<file path="config.mk">
export PLATFORM = sky130hd
export DESIGN_NAME = boot_loader
export DESIGN_NICKNAME = d
export VERILOG_FILES = /design/src/rtl/boot_loader.sv
export SDC_FILE = /design/constraint.sdc
export NUM_CORES = 1
export LEC_CHECK = 0
export ABC_AREA = 1
export BUFFER_PORTS_ARGS = -buffer_cell sky130_fd_sc_hd__clkbuf_2
export CORE_MARGIN = 1
export CORE_UTILIZATION = 30
export DETAILED_ROUTE_END_ITERATION = 6
export SYNTH_ARGS = -nofsm -noshare
export SYNTH_HDL_FRONTEND = slang
export SYNTH_SLANG_ARGS = --single-unit
</file>
<file path="constraint.sdc">
create_clock -name clk -period 3.1 [get_ports clk]
set_input_delay 0.465 -clock clk [delete_from_list [all_inputs] [get_ports clk]]
set_output_delay 0.465 -clock clk [all_outputs]
set_load 0.02 [all_outputs]
</file>
<file path="src/rtl/boot_loader.sv">
// UART-fed program loader: assembles little-endian words from a byte stream and
// writes them to consecutive data-memory words while holding the core in reset.
`timescale 1ns/1ps
module boot_loader #(
   parameter logic [31:0] BASE_ADDR      = 32'h0000_0000,
   parameter int unsigned MAX_WORDS      = 1024,
   parameter int unsigned TIMEOUT_CYCLES = 1_000_000,
   parameter bit          BOOT_HOLD      = 1'b1
) (
   input  logic        clk,
   input  logic        reset,
   input  logic        start,
   input  logic        rx_valid,
   input  logic [7:0]  rx_data,
   output logic        cpu_reset,
   output logic        Ext_MemWrite,
   output logic [31:0] Ext_DataAdr,
   output logic [31:0] Ext_WriteData,
   output logic        busy,
   output logic        done,
   output logic        error,
   output logic [15:0] word_count,
   output logic [2:0]  dbg_state_o
);

   typedef enum logic [2:0] {
      S_IDLE   = 3'd0,
      S_LEN    = 3'd1,
      S_DATA   = 3'd2,
      S_WRITE  = 3'd3,
      S_FINISH = 3'd4,
      S_ERR    = 3'd5
   } state_t;

   localparam logic [31:0] BASE_AL  = {BASE_ADDR[31:2], 2'b00};
   localparam logic [31:0] MAX_W    = 32'(MAX_WORDS);
   localparam int          TMO_W    = $clog2(TIMEOUT_CYCLES + 1);
   localparam logic [TMO_W-1:0] TMO_LAST = TMO_W'(TIMEOUT_CYCLES - 1);

   state_t            state_q, state_d;
   logic [1:0]        idx_q, idx_d;
   logic [31:0]       shift_q, shift_d;
   logic [31:0]       len_q, len_d;
   logic [TMO_W-1:0]  tmo_q, tmo_d;
   logic [15:0]       wc_q, wc_d;
   logic [31:0]       adr_q, adr_d;
   logic [31:0]       wdata_q, wdata_d;
   logic              loaded_q, loaded_d;
   logic              mw_q, done_q, err_q, busy_q, cpu_rst_q;

   // rx_valid is a one-cycle strobe with no back-pressure: a byte is consumed in
   // the very cycle rx_valid is high if the FSM is in LEN, DATA or WRITE, else dropped.
   logic        in_load, byte_take, last_byte, tmo_hit;
   logic [31:0] shift_nx;

   always_comb begin
      in_load   = (state_q == S_LEN) || (state_q == S_DATA);
      byte_take = rx_valid && (in_load || (state_q == S_WRITE));
      last_byte = byte_take && (idx_q == 2'd3);
      tmo_hit   = in_load && !rx_valid && (tmo_q == TMO_LAST);
      shift_nx  = {rx_data, shift_q[31:8]};
   end

   always_ff @(posedge clk) begin
      if (reset) state_q <= S_IDLE;
      else       state_q <= state_d;
   end

   always_comb begin
      state_d = state_q;
      unique case (state_q)
         S_IDLE:   if (start) state_d = S_LEN;
         S_LEN: begin
            if (tmo_hit) state_d = S_ERR;
            else if (last_byte) begin
               if (shift_nx == 32'd0)   state_d = S_FINISH;
               else if (shift_nx > MAX_W) state_d = S_ERR;
               else                     state_d = S_DATA;
            end
         end
         S_DATA: begin
            if (tmo_hit)        state_d = S_ERR;
            else if (last_byte) state_d = S_WRITE;
         end
         S_WRITE:  state_d = ((32'(wc_q) + 32'd1) == len_q) ? S_FINISH : S_DATA;
         S_FINISH: state_d = S_IDLE;
         S_ERR:    if (start) state_d = S_LEN;
         default:  state_d = S_IDLE;
      endcase
   end

   always_comb begin
      idx_d    = idx_q;
      shift_d  = shift_q;
      len_d    = len_q;
      tmo_d    = tmo_q;
      wc_d     = wc_q;
      adr_d    = adr_q;
      wdata_d  = wdata_q;
      loaded_d = loaded_q | (state_q == S_FINISH);
      if ((state_d == S_LEN) && (state_q != S_LEN)) begin
         idx_d = 2'd0;
         wc_d  = 16'd0;
         tmo_d = '0;
      end else if (byte_take) begin
         // The byte index wraps after each word, so a byte seen in WRITE lands as byte 0.
         shift_d = shift_nx;
         idx_d   = idx_q + 2'd1;
         tmo_d   = '0;
      end else if (in_load) begin
         tmo_d = tmo_q + 1'b1;
      end
      if ((state_q == S_LEN) && last_byte) len_d = shift_nx;
      if ((state_q == S_DATA) && last_byte) begin
         wdata_d = shift_nx;
         adr_d   = BASE_AL + (32'(wc_q) << 2);
      end
      if (state_q == S_WRITE) wc_d = wc_q + 16'd1;
   end

   always_ff @(posedge clk) begin
      if (reset) begin
         idx_q     <= 2'd0;
         shift_q   <= 32'd0;
         len_q     <= 32'd0;
         tmo_q     <= '0;
         wc_q      <= 16'd0;
         adr_q     <= BASE_AL;
         wdata_q   <= 32'd0;
         loaded_q  <= 1'b0;
         mw_q      <= 1'b0;
         done_q    <= 1'b0;
         err_q     <= 1'b0;
         busy_q    <= 1'b0;
         cpu_rst_q <= BOOT_HOLD;
      end else begin
         idx_q     <= idx_d;
         shift_q   <= shift_d;
         len_q     <= len_d;
         tmo_q     <= tmo_d;
         wc_q      <= wc_d;
         adr_q     <= adr_d;
         wdata_q   <= wdata_d;
         loaded_q  <= loaded_d;
         mw_q      <= (state_d == S_WRITE);
         done_q    <= (state_d == S_FINISH);
         err_q     <= (state_d == S_ERR);
         busy_q    <= (state_d == S_LEN) || (state_d == S_DATA) || (state_d == S_WRITE);
         cpu_rst_q <= (state_d != S_IDLE) || (BOOT_HOLD && !loaded_d);
      end
   end

   assign cpu_reset     = cpu_rst_q;
   assign Ext_MemWrite  = mw_q;
   assign Ext_DataAdr   = adr_q;
   assign Ext_WriteData = wdata_q;
   assign busy          = busy_q;
   assign done          = done_q;
   assign error         = err_q;
   assign word_count    = wc_q;
   assign dbg_state_o   = state_q;

endmodule

</file>
Yosys cells after proc, flatten, opt, wreduce, memory -nomap -nowiden --
Cells that the tools add are included.
Cells by class: eq/ne operators 14, muxes and demuxes 11, bitwise gates (word level) 2, add/sub/neg operators 4, divide/modulo/power cells 0, reduce and logical (&&, ||, !) cells 22, $mul 0, $lt $le $gt $ge 1, shift operators 0
Operators by type and width (count):
- 17-bit by 32-bit equality test with 1-bit output | 1
- 32-bit by 11-bit greater-than comparator with 1-bit output (second input constant) | 1
- 32-bit logical NOT | 1
- 16-bit 2-to-1 mux | 2
- 3-bit 2-to-1 mux | 8
- 20-bit by 1-bit adder with 20-bit output (second input constant) | 1
- 20-bit equality test (second input constant) | 1
- 16-bit by 1-bit adder with 17-bit output (second input constant) | 1
- 16-bit by 1-bit adder with 16-bit output (second input constant) | 1
- 3-bit by 2-bit equality test with 1-bit output (second input constant) | 4
- 3-bit equality test (second input constant) | 4
- 3-bit case mux with 4 select lines | 1
- 1-bit logical AND | 7
- 3-bit by 1-bit equality test with 1-bit output (second input constant) | 2
- 1-bit logical OR | 5
- 2-bit OR reduction | 2
- 3-bit logical NOT | 1
- 3-bit by 1-bit inequality test with 1-bit output (second input constant) | 1
- 3-bit nonzero test | 1
- 3-bit OR reduction | 1
- 2-bit by 1-bit adder with 2-bit output (second input constant) | 1
- 2-bit equality test (second input constant) | 1
- 1-bit logical NOT | 2
- 2-bit AND reduction | 1
- other kinds (3) | 3
Word-level totals: memory bits (writable) 0, register bits after elaboration 159, latch bits 0, ROM bits 0, input bits 12, memories kept 0, output and inout bits 88

Logic depth before layout (Yosys ltp) --
Gate-level depths: netlist of run 1.
word-level depth 12, depth in mapped cells 20, mapped depth without buffers 19

Worst setup path after synthesis of run 1 --
No wires, ideal clock.
kind reg-to-reg, start register wc_q[0] (netlist: word_count[0]), end register wc_q[14] (netlist: word_count[14]), setup slack 671 ps, data required time 2963 ps, arrival 2292 ps, library setup time 137 ps, stages on the path, launching flop included 20, path through dfxtp_1 -> ha_1 -> nand2_1 -> nor2_4 -> nand2_1 -> nand2_1 -> nand2_1 -> nand2_1 -> nand2_1 -> nor2_1 -> nand3_1 -> nor2_1 -> nand2_1 -> nand2_2 -> nand2_2 -> nor2_2 -> nand2_4 -> buf_8 -> nand3_2 -> a21oi_1
On the way: cells in the longest elaborated chain, start to end 7, elaborated cells on any way between the ends 9
Ends and longest elaborated chain:
- start: declaration | line 45 | logic [15:0] wc_q, wc_d;
- start signal: assignment | line 141 | wc_q <= wc_d;
- 16-bit by 1-bit adder with 17-bit output | line 85 | S_WRITE: state_d = ((32'(wc_q) + 32'd1) == len_q) ? S_FINISH : S_DATA;
- 17-bit by 32-bit equality test with 1-bit output | line 85
- 3-bit 2-to-1 mux | line 85
- 3-bit case mux with 4 select lines | line 71 | unique case (state_q)
- 3-bit by 1-bit equality test with 1-bit output | line 101 | if ((state_d == S_LEN) && (state_q != S_LEN)) begin
- 1-bit logical AND | line 101
- 2-bit nonzero test (no source line)
Parallel ways exist; a longest one is shown, timed or not. A chain may end at the register's enable or synchronous reset.

Worst setup path in the final report of run 1 --
start register wc_q[1] (netlist: word_count[1]), end register wc_q[8] (netlist: word_count[8])
The elaborated chain is that of the path after synthesis.

==> results.md, run 1 <==
* Global-route wire length before repair at 29.00 mm
* Number of synthesis warnings at 0
* Clk_skew at ~9.3 ps
* # IOs at 100
* Syn Inst Count at around 910
* Core area at 0.02203 mm2
* Routed WL per cell at between 10 and 15 um
* Final net count at between 1000 and 1500
* Num CTS Buffers at 17
* Syn avg cell area at 7.451 um2
* Unique masters post-synth at 40
* PwrDens at between 500 and 600 mW/mm2
* Total inserted antenna cells at 0
* Buffers on Ports at between 80 and 90
* Bufs on Longest Clock Path at 2
* Final hold vios at 0
* Worst-margin pin slew at between 700 and 800 ps
* Die area at ~0.023 mm2
* Post-Layout Inst Area at between 0.008 and 0.009 mm2
* Fin crit period at roughly 2800 ps
* Clk Latency, worst-skew pair at roughly 420 ps
* Final setup fails at 0
* Largest cells by area after synthesis: dfxtp_1, nor2_1, a21oi_1, nand2_1, nand3_1
* Post-synth top area share at 0.4453
* CTS tree: done
* Clock sinks at approximately 150
* Worst EP required at between 3000 and 4000 ps
* Starting Density at 0.3082
* Most common cell after layout, fill and taps aside: dfxtp_1
* Most frequent cells in the layout: dfxtp_1, nor2_1, nand2_1
* Detailed placement HPWL at about 13 mm
* Remaining DRCs at 10
* Area after DPL at 0.007390 mm2
* Tot GR Track Use at 0.1572
* Max frequency at around 360 MHz
* Drt pass-1 iters at 7
* Hold crit path type: primary input to register
* Yosys reg bits at around 150
* Synth-to-Final Area Change at 18.65%
* H-tree depth at 4
* Post-DR vias/cell at 4.743
* Clock root cell: clkbuf_16
* Slew Limit Fails at 0
* Chip width at about 150 um
* Status: complete, but fails checks
* Unrepaired setup endpoints after global routing: false
* Die H at between 150 and 200 um
* Grt ovf at 0
* Setup CP Type: register to register
* Initial drt markers at 459
* WP data arrival at 3070 ps
* Vias in the first global route at 5472
* Leak at between 3 and 4 nW
* Share of cells above drive strength 1 at 0.1926
* Largest net degree at the start of global routing at 70
* Worst-path maximum fanout at 18
* Vias post-DR at slightly above 6000
* VDD IR max at about 0.0003 V
* CP Capture Type: register
* Worst-path clk slew at 70 ps
* Failing checks: design-rule violations
* Setup TNS after final layout at 0 ps
* Initial antenna violation count at 0
* Max Cap Viol at 0
* Sequential area share after synthesis at 0.4453
* Area leader, netlist: dfxtp_1
* Crit start category: register
* Drt total wl at 18.22 mm
* Final Cycle Share at 0.9016
* Max-slew headroom at 0.4700
* Row cnt at 54
* Routed Antenna Nets at 0
* GPL Wtd Cong at approximately 0.85
* Cell Area, Synth at a little under 0.007 mm2
-- worst max-delay path, stage by stage (launching register included) --
cell,delay (ps)
dfxtp_1,440
ha_1,240
nand2_1,140
nor2_4,220
nand2_1,120
nand2_1,80
nand2_1,80
nand2_1,80
nand2_1,50
nor2_1,80
nand3_1,70
nor2_1,140
nand2_1,80
nand2_2,90
nand2_2,60
nor2_2,130
nand2_4,200
buf_4,220
nand3_2,50
a21oi_1,70
-- final timing paths --
check,slack [ps],startpoint,cells past startpoint,end
max,310,word_count[1]$_SDFFE_PP0P_,19,word_count[8]$_SDFFE_PP0P_
min,340,rx_data[1],3,shift_q[25]$_SDFFE_PP0P_
max reg2reg,310,word_count[1]$_SDFFE_PP0P_,19,word_count[8]$_SDFFE_PP0P_
min reg2reg,460,Ext_WriteData[30]$_SDFFE_PP0P_,2,Ext_WriteData[30]$_SDFFE_PP0P_
-- registers in the layout, summed over array words and instances, names as in the netlist --
name and flops:
Ext_MemWrite 1, len_q 32, Ext_WriteData 32, cpu_reset 1, done 1, dbg_state_o 3, loaded_q 1, error 1
Ext_DataAdr 16, idx_q 2, tmo_q 20, shift_q 24, busy 1, word_count 16
-- layout make-up --
cell class | instances | area [um2]
fill | 2357 | 13970
multi-input combinational | 643 | 3238
sequential | 151 | 3024
timing repair buffer | 100 | 555.5
clock buffer | 18 | 439.2
tap | 280 | 350.3
inverter | 76 | 285.3
clock inverter | 14 | 161.4
-- routing by layer --
metal  GRT usage  share of wire  vias up
met5           0              0        -
met2      0.2482           0.46      171
met1      0.2139           0.47     2784
li1            -              -     3110
met4     0.05387          0.014        0
met3     0.03043          0.051       16
-- cell usage after synthesis, drive strengths merged --
cell type	count
nor3b	1
a32o	1
conb	1
a31oi	1
clkbuf	32
nand4	15
nor2	171
nand3b	4
o211ai	1
a21oi	113
clkinv	1
ha	3
nor4	5
inv	75
nand2	137
o21ai	62
buf	25
and2	3
xnor3	2
nor3	11
dfxtp	151
a2111oi	1
xnor2	6
xor2	13
nand3	76
-- cells by family after synthesis --
logic type,after synthesis,share of synthesized area
AND/OR/NAND/NOR,423,0.2909
buffers and inverters,133,0.08885
AO/OA/AOI/OAI,179,0.1377
adder cells (fa/ha/maj),3,0.005531
flip-flops,151,0.4453
XOR/XNOR,21,0.03115
other,1,0.0005525
-- power breakdown --
part	switching, mW	internal (mW)
sequential	0.0264	1.97
clock	0.887	1.23
combinational	0.182	0.0710
total	1.09	3.27
-- stage by stage --
| step | power (mW) | hold WS, ps | instances | util | setup WS, ps |
|---|---|---|---|---|---|
| 2_1_floorplan | 2.227 | 429.7 | 926 | - | 671.3 |
| 4_1_cts | 4.382 | 328.9 | 1275 | 0.3628 | 95.97 |
| 3_5_place_dp | 2.264 | 456.4 | 1243 | 0.3355 | 139.1 |
| 5_1_grt | 4.520 | 369.9 | 1282 | 0.3657 | 24.88 |
| 3_3_place_gp | 2.261 | 450.9 | 1243 | 0.3355 | 225.5 |
| 6_report | 4.363 | 342.8 | 1282 | 0.3657 | 305.0 |
-- repair_timing --
action	4_1_cts	5_1_grt
gates resized for setup	0	2
buffers inserted	0	6
setup endpoints to repair	0	20
hold buffers	0	0
Note: power is estimated with default switching activity, not from simulation.
==> inputs of run 2 (changes only) <==
ABC_AREA = default   (was 1)
==> run 2 against run 1 <==
The flow now finishes without violations. Sequential cell count unchanged. Global-route usage up 0.051 points. Combinational power down 33%. Cell count down 7.8%. Critical path depth down 11. Sequential power about the same. Critical endpoint is now done$_SDFF_PP0_. Total power up 1.7%. Via count down 5.8%. Design area down 2.5%.
==> results.md, run 2 <==
* Core Util, Final at 0.3690 (was 0.3657)
* Synth-to-Final Area Change at 19.09% (was 18.65%)
* Vias post-DR at 5729 (was 6081)
* Initial antenna violation count at 0 (unchanged)
* Tot GR Track Use at 0.1577 (was 0.1572)
* Drt pass-1 iters at 5 (was 7)
* Post-CTS Setup Repair Bufs at 0 (unchanged)
* Final hold vios at 0 (unchanged)
* Global-route wire length before repair at 27.44 mm (was 29.00 mm)
* Unique masters post-synth at 60 (was 40)
* VDD IR max at 0.0002982 V (was 0.0003090 V)
* Status: finished, final reports clean (was complete, but fails checks)
* Clock root cell: clkbuf_16 (unchanged)
* Worst path buffer plus inverter count at 0 (was 1)
* Leak at 2.813 nW (was 3.183 nW)
* Starting Density at 0.3098 (was 0.3082)
* Largest family of logic cells by synthesized area: simple AND/OR/NAND/NOR gates (unchanged)
* Final net count at 909 (was 1004)
* Final setup fails at 0 (unchanged)
* Total inserted antenna cells at 0 (unchanged)
* Most frequent cell after synthesis: nand2_1 (was dfxtp_1)
* Remaining DRCs at 0 (was 10)
* Synth Area in XOR/XNOR at 0.05976 (was 0.03115)
* Setup TNS after final layout at 0 ps (unchanged)
* WP data arrival at 3050 ps (was 3070 ps)
* Unrepaired setup endpoints after global routing: false (unchanged)
* Ys flop type: dfxtp_1 (unchanged)
* Post-synth top area share at 0.4584 (was 0.4453)
* Worst-path maximum fanout at 7 (was 18)
* Core area at 0.02129 mm2 (was 0.02203 mm2)
* Min-delay src: rx_data[5] (was rx_data[1])
* Max incr delay on CP at 500 ps (was 440 ps)
* Post-synthesis simple-gate area fraction at 0.2611 (was 0.2909)
* Num CTS Buffers at 17 (unchanged)
* Number of synthesis warnings at 0 (unchanged)
* Mux share of post-synthesis cell area at 0.006261 (was 0)
* Most frequent cells in the layout: nand2_1, dfxtp_1, a21oi_1 (was dfxtp_1, nor2_1, nand2_1)
* Worst-path clk slew at 70 ps (about the same)
* Clock sinks at 151 (unchanged)
* Chip width at 150.3 um (was 152.4 um)
* H-tree depth at 4 (unchanged)
* Max-slew headroom at 0.3073 (was 0.4700)
* PwrDens at 564.8 mW/mm2 (was 541.7 mW/mm2)
* Clk_skew at 14.72 ps (was 9.318 ps)
* Synth async-reset ratio at 0 (unchanged)
* Synth cell count leaders: nand2_1, dfxtp_1, a21oi_1 (was dfxtp_1, nor2_1, nand2_1)
* Place WS at 392.2 ps (was 139.1 ps)
* Worst Slack Setup Final at 419.7 ps (was 305.0 ps)
* CP Capture Type: register (unchanged)
* Most common cell after layout, fill and taps aside: nand2_1 (was dfxtp_1)
* Critical path cell sequence: ha_1 -> nand3_1 -> or3_1 -> o21ai_0 -> o211ai_1 -> or4_1 -> nor3b_1 -> o21a_1 (was ha_1 -> nand2_1 -> nor2_4 -> nand2_1 -> nand2_1 -> nand2_1 -> nand2_1 -> nand2_1 -> nor2_1 -> nand3_1 -> nor2_1 -> nand2_1 -> nand2_2 -> nand2_2 -> nor2_2 -> nand2_4 -> buf_4 -> nand3_2 -> a21oi_1)
* Setup CP Type: register to register (unchanged)
* Clk Latency, worst-skew pair at 430 ps (was 420 ps)
* Worst-margin pin slew at 1039 ps (was 794.1 ps)
* Syn Inst Count at 830 (was 911)
* Max frequency at 373.1 MHz (was 357.8 MHz)
* Routed WL per cell at 14.52 um (was 14.21 um)
* Fin crit period at 2680 ps (was 2795 ps)
* Crit Reg-Reg Startpoint: word_count[1]$_SDFFE_PP0P_ (unchanged)
* Max Cap Viol at 0 (unchanged)
* Sequential area share after synthesis at 0.4584 (was 0.4453)
* Worst hold slack at 299.4 ps (was 342.8 ps)
* Worst EP required at 3470 ps (was 3380 ps)
* Die H at 150.3 um (was 152.4 um)
* Row cnt at 53 (was 54)
* Post-DR vias/cell at 4.847 (was 4.743)
* Crit start category: register (unchanged)
* Slew Limit Fails at 0 (unchanged)
* Area leader, netlist: dfxtp_1 (unchanged)
* Sequential share of power at 0.443 (was 0.457)
* Initial drt markers at 449 (was 459)
* Vias in the first global route at 5092 (was 5472)
* Buffers on Ports at 83 (unchanged)
* Die area at 0.02258 mm2 (was 0.02323 mm2)
* Adder-Cell Fraction of Synth Area at 0.005692 (was 0.005530)
* Bufs on Longest Clock Path at 2 (unchanged)
* Cell Area, Synth at 0.006595 mm2 (was 0.006788 mm2)
* Detailed placement HPWL at 11.62 mm (was 12.65 mm)
* Number of synthesized flops with an enable pin at 0 (unchanged)
* Compound-Gate Fraction of Synth Area at 0.1487 (was 0.1377)
* Routed Antenna Nets at 0 (unchanged)
* GPL Wtd Cong at 0.8574 (was 0.8508)
* Drt total wl at 17.16 mm (was 18.22 mm)
* Yosys reg bits at 151 (unchanged)
* Switching part of the total at 0.2358 (was 0.2510)
* Share of cells above drive strength 1 at 0.1676 (was 0.1926)
* Hold crit path type: primary input to register (unchanged)
* Syn avg cell area at 7.946 um2 (was 7.451 um2)
* Total power at 4.436 mW (was 4.363 mW)
* Filler cells at 2215 (was 2357)
* CP top delay family: simple AND/OR/NAND/NOR gates (unchanged)
* Largest net degree at the start of global routing at 53 (was 70)
* Crit. Startpoint: word_count[1]$_SDFFE_PP0P_ (unchanged)
* Power Internal at 3.390 mW (was 3.268 mW)
* Grt ovf at 0 (unchanged)
* Clock Power Share at 0.519 (was 0.485)
* Largest cells by area after synthesis: dfxtp_1, nand2_1, a21oi_1, xnor2_1, nor2_1 (was dfxtp_1, nor2_1, a21oi_1, nand2_1, nand3_1)
* CTS tree: done (unchanged)
* Final Cycle Share at 0.8646 (was 0.9016)
* Logic pwr share at 0.038 (was 0.058)
* Crit-path slowest cell: or4_1 (was dfxtp_1)
* # IOs at 100 (unchanged)
* Net Sw Power at 1.046 mW (was 1.095 mW)
## run 2: kinds of logic after synthesis
| logic type | after synthesis |
|---|---|
| flip-flops | 151 |
| AND/OR/NAND/NOR | 387 |
| adder cells (fa/ha/maj) | 3 |
| XOR/XNOR | 45 |
| other | 1 |
| buffers and inverters | 76 |
| multiplexers | 4 |
| AO/OA/AOI/OAI | 163 |
## run 2: metrics by stage
| stage | instance area [um2] | cells |
|---|---|---|
| after CTS | 7848 | 1182 |
| after global placement | 7197 | 1150 |
| after floorplan | 6651 | 845 |
| final | 7854 | 1182 |
| after global routing | 7854 | 1182 |
| after detailed placement | 7197 | 1150 |
## run 2: repair_timing
item / in CTS / in global routing
endpoints found under the setup margin: 0 / 1
gates resized for setup: 0 / 1
hold buffers: 0 / 0
## run 2: layer usage
metal  global-route usage  vias to the layer above  routed length (um)
li1                     -                     2896                   -
met1               0.2249                     2683                8600
met2               0.2334                      135                7538
met3              0.03667                       15                 809
met4              0.04697                        0                 210
met5                    0                        -                   0
## run 2: final timing paths
check                              endpoint  slack (ps)  depth (start not counted)
min          Ext_WriteData[29]$_SDFFE_PP0P_         300                          3
max reg2reg                 done$_SDFF_PP0_         420                          8
max                         done$_SDFF_PP0_         420                          8
min reg2reg     Ext_DataAdr[7]$_SDFFE_PP0P_         450                          2
## run 2: power groups by stage
stage / Clock, mW / Sequential, mW / Combinational (mW)
global route: 2.43 / 1.97 / 0.188
detailed placement: 0 / 2.01 / 0.171
finish: 2.30 / 1.97 / 0.170
global placement: 0 / 2.01 / 0.172
CTS: 2.33 / 1.97 / 0.171
floorplan: 0 / 2.01 / 0.141
## run 2: area by class of cell
class | instances | area (um2) | area share
clock buffers | 18 | 439.2 | 0.05592
clock inverters | 14 | 211.5 | 0.02692
well taps | 275 | 344.1 | 0.04381
multi-input cells | 618 | 3256 | 0.4145
inverters | 6 | 22.52 | 0.002868
flip-flops and latches | 151 | 3023 | 0.3849
repair buffers | 100 | 558.0 | 0.07105
## run 2: worst reg2reg max path, delay by kind of cell, from the launching register on
kind / cells / cell delay (ps)
AOI/OAI and AO/OA: 3 / 540
adders and majority gates: 1 / 320
DFF: 1 / 460
and+or+nand+nor: 4 / 1300
